[src/rtl/alu_serial_core_if.sv]
// Serial request/response lines of alu_serial_core.
// The bench drives the master side and the core sits on the slave side.
interface alu_serial_core_if;
    logic sin;
    logic sout;
    logic busy;

    modport master (output sin, input sout, input busy);
    modport slave  (input sin, output sout, output busy);
endinterface

[src/rtl/alu_serial_core.sv]
// Serial-packet ALU: deserialises B, A and a CTL packet, checks framing and CRC4,
// computes C = B op A and serialises the result plus flags/CRC3, or an error report.
module alu_serial_core #(
    parameter int DATA_W = 32,
    parameter int BYTES  = DATA_W / 8
) (
    input  logic             clk,
    input  logic             rst,
    alu_serial_core_if.slave bus
);
    localparam int NPKT  = 2 * BYTES;
    localparam int PKT_W = $clog2(NPKT + 1);
    localparam int TX_W  = 11 * (BYTES + 1);
    localparam int TXC_W = $clog2(TX_W + 1);

    localparam logic [PKT_W-1:0] PKT_LAST   = PKT_W'(NPKT);
    localparam logic [TXC_W-1:0] TX_LEN_OK  = TXC_W'(TX_W);
    localparam logic [TXC_W-1:0] TX_LEN_ERR = TXC_W'(11);

    localparam logic [2:0] OP_AND = 3'b000;
    localparam logic [2:0] OP_OR  = 3'b001;
    localparam logic [2:0] OP_XOR = 3'b010;
    localparam logic [2:0] OP_ADD = 3'b100;
    localparam logic [2:0] OP_SUB = 3'b101;

    localparam logic [2:0] ERR_DATA = 3'b100;
    localparam logic [2:0] ERR_CRC  = 3'b010;
    localparam logic [2:0] ERR_OP   = 3'b001;

    typedef enum logic [2:0] {
        S_IDLE, S_RX, S_IDLE_GAP, S_CHECK, S_CALC, S_ERR, S_TX
    } state_t;

    // CRC4 x^4+x+1 and CRC3 x^3+x+1, init 0, MSB first
    function automatic logic [3:0] crc4_f(input logic [2*DATA_W+3:0] msg);
        logic [3:0] c;
        logic       fb;
        c = '0;
        for (int i = 2*DATA_W+3; i >= 0; i--) begin
            fb = c[3] ^ msg[i];
            c  = {c[2], c[1], c[0] ^ fb, fb};
        end
        return c;
    endfunction

    function automatic logic [2:0] crc3_f(input logic [DATA_W+4:0] msg);
        logic [2:0] c;
        logic       fb;
        c = '0;
        for (int i = DATA_W+4; i >= 0; i--) begin
            fb = c[2] ^ msg[i];
            c  = {c[1], c[0] ^ fb, fb};
        end
        return c;
    endfunction

    state_t              state_q, state_d;
    logic [3:0]          bit_cnt_q, bit_cnt_d;
    logic [PKT_W-1:0]    pkt_cnt_q, pkt_cnt_d;
    logic                type_q, type_d;
    logic [7:0]          pay_q, pay_d;
    logic [2*DATA_W-1:0] opnd_q, opnd_d;
    logic [2:0]          op_q, op_d;
    logic [3:0]          crc_rx_q, crc_rx_d;
    logic [2:0]          err_q, err_d;
    logic                hold_q, hold_d;
    logic [TX_W-1:0]     tx_sr_q, tx_sr_d;
    logic [TXC_W-1:0]    tx_cnt_q, tx_cnt_d;
    logic                sout_q, sout_d;
    logic                busy_q, busy_d;

    logic [DATA_W-1:0]   b_opnd, a_opnd, a_eff, res;
    logic [DATA_W:0]     sum_w;
    logic                carry, ovf, is_arith, op_ok, pkt_full, err_par;
    logic [3:0]          flags;
    logic [2:0]          crc3;
    logic [TX_W-1:0]     ok_frame, err_frame;

    assign b_opnd   = opnd_q[2*DATA_W-1 -: DATA_W];
    assign a_opnd   = opnd_q[DATA_W-1:0];
    assign pkt_full = (pkt_cnt_q == PKT_LAST);
    assign op_ok    = op_q inside {OP_AND, OP_OR, OP_XOR, OP_ADD, OP_SUB};
    assign is_arith = (op_q == OP_ADD) || (op_q == OP_SUB);

    always_comb begin
        sum_w = '0;
        res   = '0;
        carry = 1'b0;
        a_eff = (op_q == OP_SUB) ? ~a_opnd : a_opnd;
        case (op_q)
            OP_AND: res = b_opnd & a_opnd;
            OP_OR:  res = b_opnd | a_opnd;
            OP_XOR: res = b_opnd ^ a_opnd;
            OP_ADD: begin
                sum_w = {1'b0, b_opnd} + {1'b0, a_opnd};
                res   = sum_w[DATA_W-1:0];
                carry = sum_w[DATA_W];
            end
            OP_SUB: begin
                // top bit of the widened difference is the unsigned borrow
                sum_w = {1'b0, b_opnd} - {1'b0, a_opnd};
                res   = sum_w[DATA_W-1:0];
                carry = sum_w[DATA_W];
            end
            default: res = '0;
        endcase
        ovf   = is_arith && (b_opnd[DATA_W-1] == a_eff[DATA_W-1]) &&
                (res[DATA_W-1] != b_opnd[DATA_W-1]);
        flags = {carry, ovf, (res == '0), res[DATA_W-1]};
        crc3  = crc3_f({res, 1'b0, flags});
    end

    // Response frames, first transmitted bit in the MSB
    always_comb begin
        ok_frame = '1;
        for (int i = 0; i < BYTES; i++)
            ok_frame[TX_W-1-11*i -: 11] = {2'b00, res[DATA_W-1-8*i -: 8], 1'b1};
        ok_frame[10:0] = {2'b01, 1'b0, flags, crc3, 1'b1};
        err_par   = ^{1'b1, err_q, err_q};
        err_frame = {2'b01, 1'b1, err_q, err_q, err_par, 1'b1, {(TX_W-11){1'b1}}};
    end

    always_comb begin
        state_d   = state_q;
        bit_cnt_d = bit_cnt_q;
        pkt_cnt_d = pkt_cnt_q;
        type_d    = type_q;
        pay_d     = pay_q;
        opnd_d    = opnd_q;
        op_d      = op_q;
        crc_rx_d  = crc_rx_q;
        err_d     = err_q;
        hold_d    = hold_q;
        tx_sr_d   = tx_sr_q;
        tx_cnt_d  = tx_cnt_q;
        sout_d    = sout_q;
        busy_d    = busy_q;
        case (state_q)
            S_IDLE, S_IDLE_GAP: begin
                if (!bus.sin) begin
                    state_d   = S_RX;
                    bit_cnt_d = '0;
                end
            end
            S_RX: begin
                bit_cnt_d = bit_cnt_q + 4'd1;
                if (bit_cnt_q == 4'd0) begin
                    type_d = bus.sin;
                end else if (bit_cnt_q != 4'd9) begin
                    pay_d = {pay_q[6:0], bus.sin};
                end else begin
                    bit_cnt_d = '0;
                    // hold_q pads the direct error path to the same latency as CHECK
                    if (!bus.sin || (type_q != pkt_full)) begin
                        err_d   = ERR_DATA;
                        hold_d  = 1'b1;
                        state_d = S_ERR;
                    end else if (!type_q) begin
                        opnd_d    = {opnd_q[2*DATA_W-9:0], pay_q};
                        pkt_cnt_d = pkt_cnt_q + 1'b1;
                        state_d   = S_IDLE_GAP;
                    end else begin
                        op_d     = pay_q[6:4];
                        crc_rx_d = pay_q[3:0];
                        state_d  = S_CHECK;
                    end
                end
            end
            S_CHECK: begin
                hold_d = 1'b0;
                if (crc4_f({opnd_q, 1'b1, op_q}) != crc_rx_q) begin
                    err_d   = ERR_CRC;
                    state_d = S_ERR;
                end else if (!op_ok) begin
                    err_d   = ERR_OP;
                    state_d = S_ERR;
                end else begin
                    state_d = S_CALC;
                end
            end
            S_CALC: begin
                tx_sr_d  = ok_frame;
                tx_cnt_d = TX_LEN_OK;
                state_d  = S_TX;
            end
            S_ERR: begin
                if (hold_q) begin
                    hold_d = 1'b0;
                end else begin
                    tx_sr_d  = err_frame;
                    tx_cnt_d = TX_LEN_ERR;
                    state_d  = S_TX;
                end
            end
            S_TX: begin
                if (tx_cnt_q != '0) begin
                    sout_d   = tx_sr_q[TX_W-1];
                    tx_sr_d  = {tx_sr_q[TX_W-2:0], 1'b1};
                    tx_cnt_d = tx_cnt_q - 1'b1;
                    busy_d   = 1'b1;
                end else begin
                    sout_d    = 1'b1;
                    busy_d    = 1'b0;
                    pkt_cnt_d = '0;
                    state_d   = S_IDLE;
                end
            end
            default: state_d = S_IDLE;
        endcase
    end

    always_ff @(posedge clk) begin
        if (rst) begin
            state_q   <= S_IDLE;
            bit_cnt_q <= '0;
            pkt_cnt_q <= '0;
            opnd_q    <= '0;
            err_q     <= '0;
            hold_q    <= 1'b0;
            tx_cnt_q  <= '0;
            sout_q    <= 1'b1;
            busy_q    <= 1'b0;
        end else begin
            state_q   <= state_d;
            bit_cnt_q <= bit_cnt_d;
            pkt_cnt_q <= pkt_cnt_d;
            opnd_q    <= opnd_d;
            err_q     <= err_d;
            hold_q    <= hold_d;
            tx_cnt_q  <= tx_cnt_d;
            sout_q    <= sout_d;
            busy_q    <= busy_d;
        end
    end

    always_ff @(posedge clk) begin
        type_q   <= type_d;
        pay_q    <= pay_d;
        op_q     <= op_d;
        crc_rx_q <= crc_rx_d;
        tx_sr_q  <= tx_sr_d;
    end

    assign bus.sout = sout_q;
    assign bus.busy = busy_q;
endmodule
[src/flat_wrapper.sv]
// flat-port wrapper written by rule: the top's interface ports become plain ports
module alu_serial_core_flat 
#(
    parameter int DATA_W = 32,
    parameter int BYTES  = DATA_W / 8
)
  (clk, rst, bus_sin, bus_sout, bus_busy);
  alu_serial_core_if bus_i ();
  input  logic clk;
  input  logic rst;
  input wire logic [$bits(bus_i.sin)-1:0] bus_sin;
  output wire logic [$bits(bus_i.sout)-1:0] bus_sout;
  output wire logic [$bits(bus_i.busy)-1:0] bus_busy;
  assign bus_i.sin = bus_sin;
  assign bus_sout = bus_i.sout;
  assign bus_busy = bus_i.busy;
  alu_serial_core #(.DATA_W(DATA_W), .BYTES(BYTES)) u_core (.clk(clk), .rst(rst), .bus(bus_i));
endmodule
[config.mk]
export PLATFORM = sky130hd
export DESIGN_NAME = alu_serial_core_flat
export DESIGN_NICKNAME = d
export VERILOG_FILES = /design/src/rtl/alu_serial_core_if.sv /design/src/rtl/alu_serial_core.sv /design/src/flat_wrapper.sv
export SDC_FILE = /design/constraint.sdc
export NUM_CORES = 1
export LEC_CHECK = 0
export BUFFER_PORTS_ARGS = -buffer_cell sky130_fd_sc_hd__buf_4
export CORE_UTILIZATION = 55
export DETAILED_ROUTE_END_ITERATION = 10
export PLACE_DENSITY = 0.71
export SYNTH_ARGS = -nofsm -noshare
export SYNTH_HDL_FRONTEND = slang
export SYNTH_SLANG_ARGS = --single-unit
[constraint.sdc]
create_clock -name clk -period 6.8 [get_ports clk]
set_clock_uncertainty 0.2 [all_clocks]
set_input_delay 1.36 -clock clk [delete_from_list [all_inputs] [get_ports clk]]
set_output_delay 1.36 -clock clk [all_outputs]
set_load 0.02 [all_outputs]
# Word level (Yosys, flattened, before mapping)

Index checks and enable logic that the tools add are counted.

Bits in registers: 158
Input bits: 3
Logic and storage cells: 325
Output and inout port bits: 2

Muxes and demuxes: 41
Bitwise gates (word level): 210
Reductions and logical operators: 29
Eq/ne operators: 26
Add/subtract/negate cells: 5

Operator list:

| cell                                           | number |
|---|---|
| bitwise XOR 1 bit                              | 201 |
| case mux 55 bit (3 select lines)               | 1 |
| case mux 32 bit (5 select lines)               | 1 |
| two-way mux 55 bit                             | 2 |
| two-way mux 3 bit                              | 12 |
| adder 32 x 32 -> 33 bit                        | 1 |
| subtractor 32 x 32 -> 33 bit                   | 1 |
| AND 32 bit                                     | 1 |
| zero test 32 bit                               | 1 |
| two-way mux 32 bit                             | 1 |
| two-way mux 4 bit                              | 8 |
| NOT 32 bit                                     | 1 |
| bitwise OR 32 bit                              | 1 |
| bitwise XOR 32 bit                             | 1 |
| AND reduction 5 bit                            | 4 |
| case mux 3 bit (6 select lines)                | 1 |
| case mux 6 bit (3 select lines)                | 1 |
| case mux 4 bit (2 select lines)                | 2 |
| == test 3 bit (second input constant)          | 5 |
| != test 2 bit (second input constant)          | 7 |
| two-way mux 6 bit                              | 2 |
| == test 3 x 2 -> 1 bit (second input constant) | 3 |
| adder 4 x 1 -> 4 bit (second input constant)   | 2 |
| nonzero test 2 bit                             | 4 |
| other kinds (27)                               | 47 |

# Logic depth before layout (Yosys ltp)

Depth after elaboration: 48
Gate-level depth with buffers: 29
Mapped depth without buffers: 28

# Worst setup path after synthesis

Ideal clock, no wire load.

Path type: reg2reg
Start: register u_core.opnd_q[0]
End: register u_core.tx_sr_q[3] (data pin)
Path buffers: 0
Data arrival time: 5323 ps
Data required time: 6335 ps
Cell stages (with the launch flop): 29
Setup slack: 1011 ps
Path through: dfxtp_1 > ha_1 > fa_1 > a21o_1 > a21o_1 > a21o_1 > a21oi_1 > o21ai_0 > a21boi_0 > o21ba_2 > o311ai_0 > a21oi_1 > o21ai_0 > a2bb2oi_1 > a21oi_1 > xnor2_1 > o22ai_1 > inv_1 > ha_1 > nor4bb_1 > nand3_1 > nor4_1 > nand4_1 > nor3_1 > nand4_1 > o311ai_1 > xnor2_1 > nor3b_1 > or3_1

Longest elaborated chain between the ends: 38
Elaborated cells between the ends (all ways): 78
Classes of those cells: add/sub: 2; eq/ne: 1; mux: 3; bitwise: 70; reduce/logical: 2

RTL lines:

| element                                                                        | line                                          | text |
|---|---|---|
| from (decl)                                                                    | alu_serial_core.sv:62                         | `logic [2*DATA_W-1:0] opnd_q, opnd_d;` |
| from (signal assigned)                                                         | alu_serial_core.sv:227                        | `opnd_q <= opnd_d;` |
| subtractor 32 x 32 -> 33 bit / adder 32 x 32 -> 33 bit (equally long branches) | alu_serial_core.sv:101, alu_serial_core.sv:95 |  |
| case mux 32 bit (5 select lines)                                               | alu_serial_core.sv:90                         | `case (op_q)` |
| bitwise XOR 1 bit                                                              | alu_serial_core.sv:52                         | `c = {c[1], c[0] ^ fb, fb};` |
| bitwise XOR 1 bit                                                              | alu_serial_core.sv:51                         | `fb = c[2] ^ msg[i];` |
| bitwise XOR 1 bit                                                              | alu_serial_core.sv:52                         |  |
| bitwise XOR 1 bit                                                              | alu_serial_core.sv:51                         |  |
| bitwise XOR 1 bit                                                              | alu_serial_core.sv:52                         |  |
| bitwise XOR 1 bit                                                              | alu_serial_core.sv:51                         |  |
| [... 23 more ...]                                                              | --                                            |  |
| bitwise XOR 1 bit                                                              | alu_serial_core.sv:51                         |  |
| bitwise XOR 1 bit                                                              | alu_serial_core.sv:52                         |  |
| bitwise XOR 1 bit                                                              | alu_serial_core.sv:51                         |  |
| bitwise XOR 1 bit                                                              | alu_serial_core.sv:52                         |  |
| bitwise XOR 1 bit                                                              | alu_serial_core.sv:51                         |  |
| bitwise XOR 1 bit (*)                                                          | alu_serial_core.sv:52                         |  |
| case mux 55 bit (3 select lines) (*)                                           | alu_serial_core.sv:138                        | `case (state_q)` |
| via u_core.tx_sr_d[3]                                                          | alu_serial_core.sv:67                         | `logic [TX_W-1:0] tx_sr_q, tx_sr_d;` |
| to (signal assigned)                                                           | alu_serial_core.sv:241                        | `tx_sr_q <= tx_sr_d;` |
| to (decl)                                                                      | alu_serial_core.sv:67                         |  |

Mark *: on every way through the listed nets, which the timed path passes. The rest lies on a longest branch.
A chain may end at the register's enable or synchronous reset.

# Worst setup path after layout

Start: register u_core.opnd_q[1]
End: register u_core.tx_sr_q[3] (data pin)

The elaborated chain is that of the path after synthesis.

==> results.json <==
{
  "io_pins": 5,
  "synth-seq-cells": 157,
  "synth.net_count": 1722,
  "crit_required_ns": 6.79,
  "multi_input_area_um2": 8540,
  "syn_inst": 1600,
  "clockBufferDepth": 2,
  "tritoncts": "yes",
  "synthFlopType": "dfxtp_1",
  "avgSynthCellArea_um2": 8.19,
  "hold_path.class": "register to register",
  "wirelength_um": 39500,
  "async_flop_share": 0,
  "die_area_um2": 24400,
  "root_buffer": "clkbuf_16",
  "synth_edf_count": 70,
  "slew_violations": 0,
  "fin_nets": 1703,
  "drc": 0,
  "r2r_end": "u_core.tx_sr_q[3]$_DFFE_PP_",
  "initial_core_util": 0.560,
  "grt_pass1_wl_um": 60700,
  "cp-start-kind": "register",
  "busiest_layer": "met2",
  "nFillCells": 2140,
  "cp-endpoint": "u_core.tx_sr_q[3]$_DFFE_PP_",
  "post-route-period-util": 0.935,
  "layout_commonest_cell": "nand2_1",
  "synth_area_leaders": "edfxtp_1 16%, dfxtp_1 13%, ha_1 11%",
  "placed_cell_area_um2": 13600,
  "crit_family": "compound AO/OA/AOI/OAI gates",
  "setup-tns-final_ns": 0,
  "row_count": 56,
  "critPathArrivalTime_ns": 6.35,
  "peakVddDrop_v": 0.000173,
  "syn-cell-area_um2": 13100,
  "clk_latency_ns": 0.44,
  "min_from": "u_core.bus.busy$_SDFFE_PP0P_",
  "min_period_ns": 6.36,
  "die_w_um": 156,
  "status": "finished, final reports clean",
  "area_growth_pct": 8.43,
  "postCtsSetupRepairBufs": 0,
  "relSlewSlack": 0.314,
  "synth_top_cell_by_area": "edfxtp_1",
  "ys_seq_area_frac": 0.293,
  "r2r_start": "u_core.opnd_q[1]$_SDFFE_PP0P_",
  "routedWlPerCell_um": 20.6,
  "htreeDepth": 4,
  "fmax_mhz": 157,
  "track_usage": 0.328,
  "crit_cells": 26,
  "drive_gt1_frac": 0.0740,
  "yosys_warnings": 0,
  "maxCapViolCount": 0,
  "overflow": 0,
  "finalWeightedCongestion": 1.03,
  "synth.top_cell.area_share": 0.160,
  "cts.clk_slew.worst_paths_ns": 0.08,
  "cts.sinks": 157,
  "power.leakage_nw": 5.54,
  "mostFrequentLayoutCells": "239 x nand2_1, 162 x a21oi_1, 134 x nor2_1, 117 x ha_1, 112 x xnor2_1",
  "final_area_um2": 14200,
  "grt_pass1_vias": 10781,
  "worstPathMaxFanout": 7,
  "slowest_stage": "dfxtp_1",
  "drt_iter0_drc": 1197,
  "globalRouteMet1Util": 0.438,
  "die_h_um": 156,
  "ys_types": 75,
  "grt_use_met3": 0.0435,
  "fin_cells": 1913,
  "vias_per_cell": 6.08,
  "cp-startpoint": "u_core.opnd_q[1]$_SDFFE_PP0P_",
  "rsz0062_at_grt": "no",
  "dp_hpwl_um": 29300,
  "crit_buf_inv": 2,
  "cts_buffers": 17,
  "drtAntennaViolNets": 0,
  "grt_max_degree": 86,
  "use_met2": 0.530,
  "antenna_found_initial": 0,
  "register_area_um2": 3840,
  "worstSetupPathType": "register to register",
  "worst_pin_slew_ns": 1.02,
  "io_buffers": 4,
  "end_kind": "register",
  "dpl.cell_count": 1881,
  "hold_viol": 0,
  "reg2reg_depth": 26,
  "setup_viol": 0,
  "power.density_nw_per_um2": 179,
  "dr_total_vias": 11635,
  "r2r_setup_slack_ns": 0.44,
  "diodes": 0,
  "first_pass_iters": 8,
  "core_um2": 23400,
  "slowest_delay_ns": 0.41
}
## through the flow
step	power, mW	worst slack (ns)	hold slack (ns)	utilization
2_1_floorplan	1.49	1.01	0.245	-
3_3_place_gp	1.58	0.421	0.255	0.581
3_5_place_dp	1.59	0.299	0.268	0.581
4_1_cts	2.55	0.265	0.286	0.605
5_1_grt	2.64	0.0387	0.303	0.607
6_report	2.54	0.442	0.279	0.607
## worst min path at each step
stage                                   endpoint  slack [ns]  cells past startpoint
floorplan           u_core.crc_rx_q[0]$_DFFE_PP_        0.24                      0
global route        u_core.bus.busy$_SDFFE_PP0P_        0.30                      2
detailed placement  u_core.bus.busy$_SDFFE_PP0P_        0.27                      2
finish              u_core.bus.busy$_SDFFE_PP0P_        0.28                      2
global placement    u_core.bus.busy$_SDFFE_PP0P_        0.26                      2
CTS                    u_core.pay_q[1]$_DFFE_PP_        0.29                      0
## worst min-delay path: stages, from the launching register on
cell and delay [ns]:
dfxtp_1 0.33, nor2_1 0.05, nor2_1 0.07
## cell families after synthesis
kind of cell,Yosys count,share of synthesized area
and+or+nand+nor,503,0.167
muxes,17,0.0131
AOI/OAI and AO/OA,426,0.203
buffers and inverters,201,0.0581
DFF,157,0.293
adders and majority gates,119,0.115
xor gates and xnor gates,177,0.151
## where the power goes
part	switching [mW]	leakage (nW)	total [mW]	internal (mW)
sequential	0.0810	1.34	1.23	1.15
clock	0.438	0.290	0.962	0.524
combinational	0.240	3.91	0.353	0.113
total	0.759	5.54	2.54	1.78
## what timing repair did
action / in CTS / in global routing
resized for setup: 0 / 7
setup endpoints to repair: 0 / 2
hold endpoints to repair: 0 / 0
hold buffers: 0 / 0
## cell usage after synthesis (23+ instances only)
cell and n:
xnor2_1 112, nand2_1 239, inv_1 103, nand3_1 23, clkbuf_1 81, a22oi_1 32, xor2_1 33, a21oi_1 162
ha_1 117, dfxtp_1 87, o21ai_0 79, nor2_1 135, xnor3_1 23, a211oi_1 23, edfxtp_1 70
## per-layer routing
metal | routed length [um] | up-vias
li1 | - | 5498
met1 | 17000 | 5561
met2 | 18200 | 474
met3 | 2590 | 102
met4 | 1730 | 0
met5 | 0 | -
## registers in the layout (all words and copies together) (netlist names), 4 cells and up
| register | cells |
|---|---|
| u_core.tx_cnt_q | 6 |
| u_core.bit_cnt_q | 4 |
| u_core.pay_q | 8 |
| u_core.opnd_q | 64 |
| u_core.crc_rx_q | 4 |
| u_core.tx_sr_q | 54 |
| u_core.pkt_cnt_q | 4 |
## layout make-up
type	instances	share of cell area
clock buffers	21	0.0341
inverters	104	0.0275
clock inverters	11	0.00634
flip-flops and latches	157	0.271
well taps	319	0.0281
multi-input cells	1242	0.601
repair buffers	59	0.0321
Power figures use the tool's default switching activity.
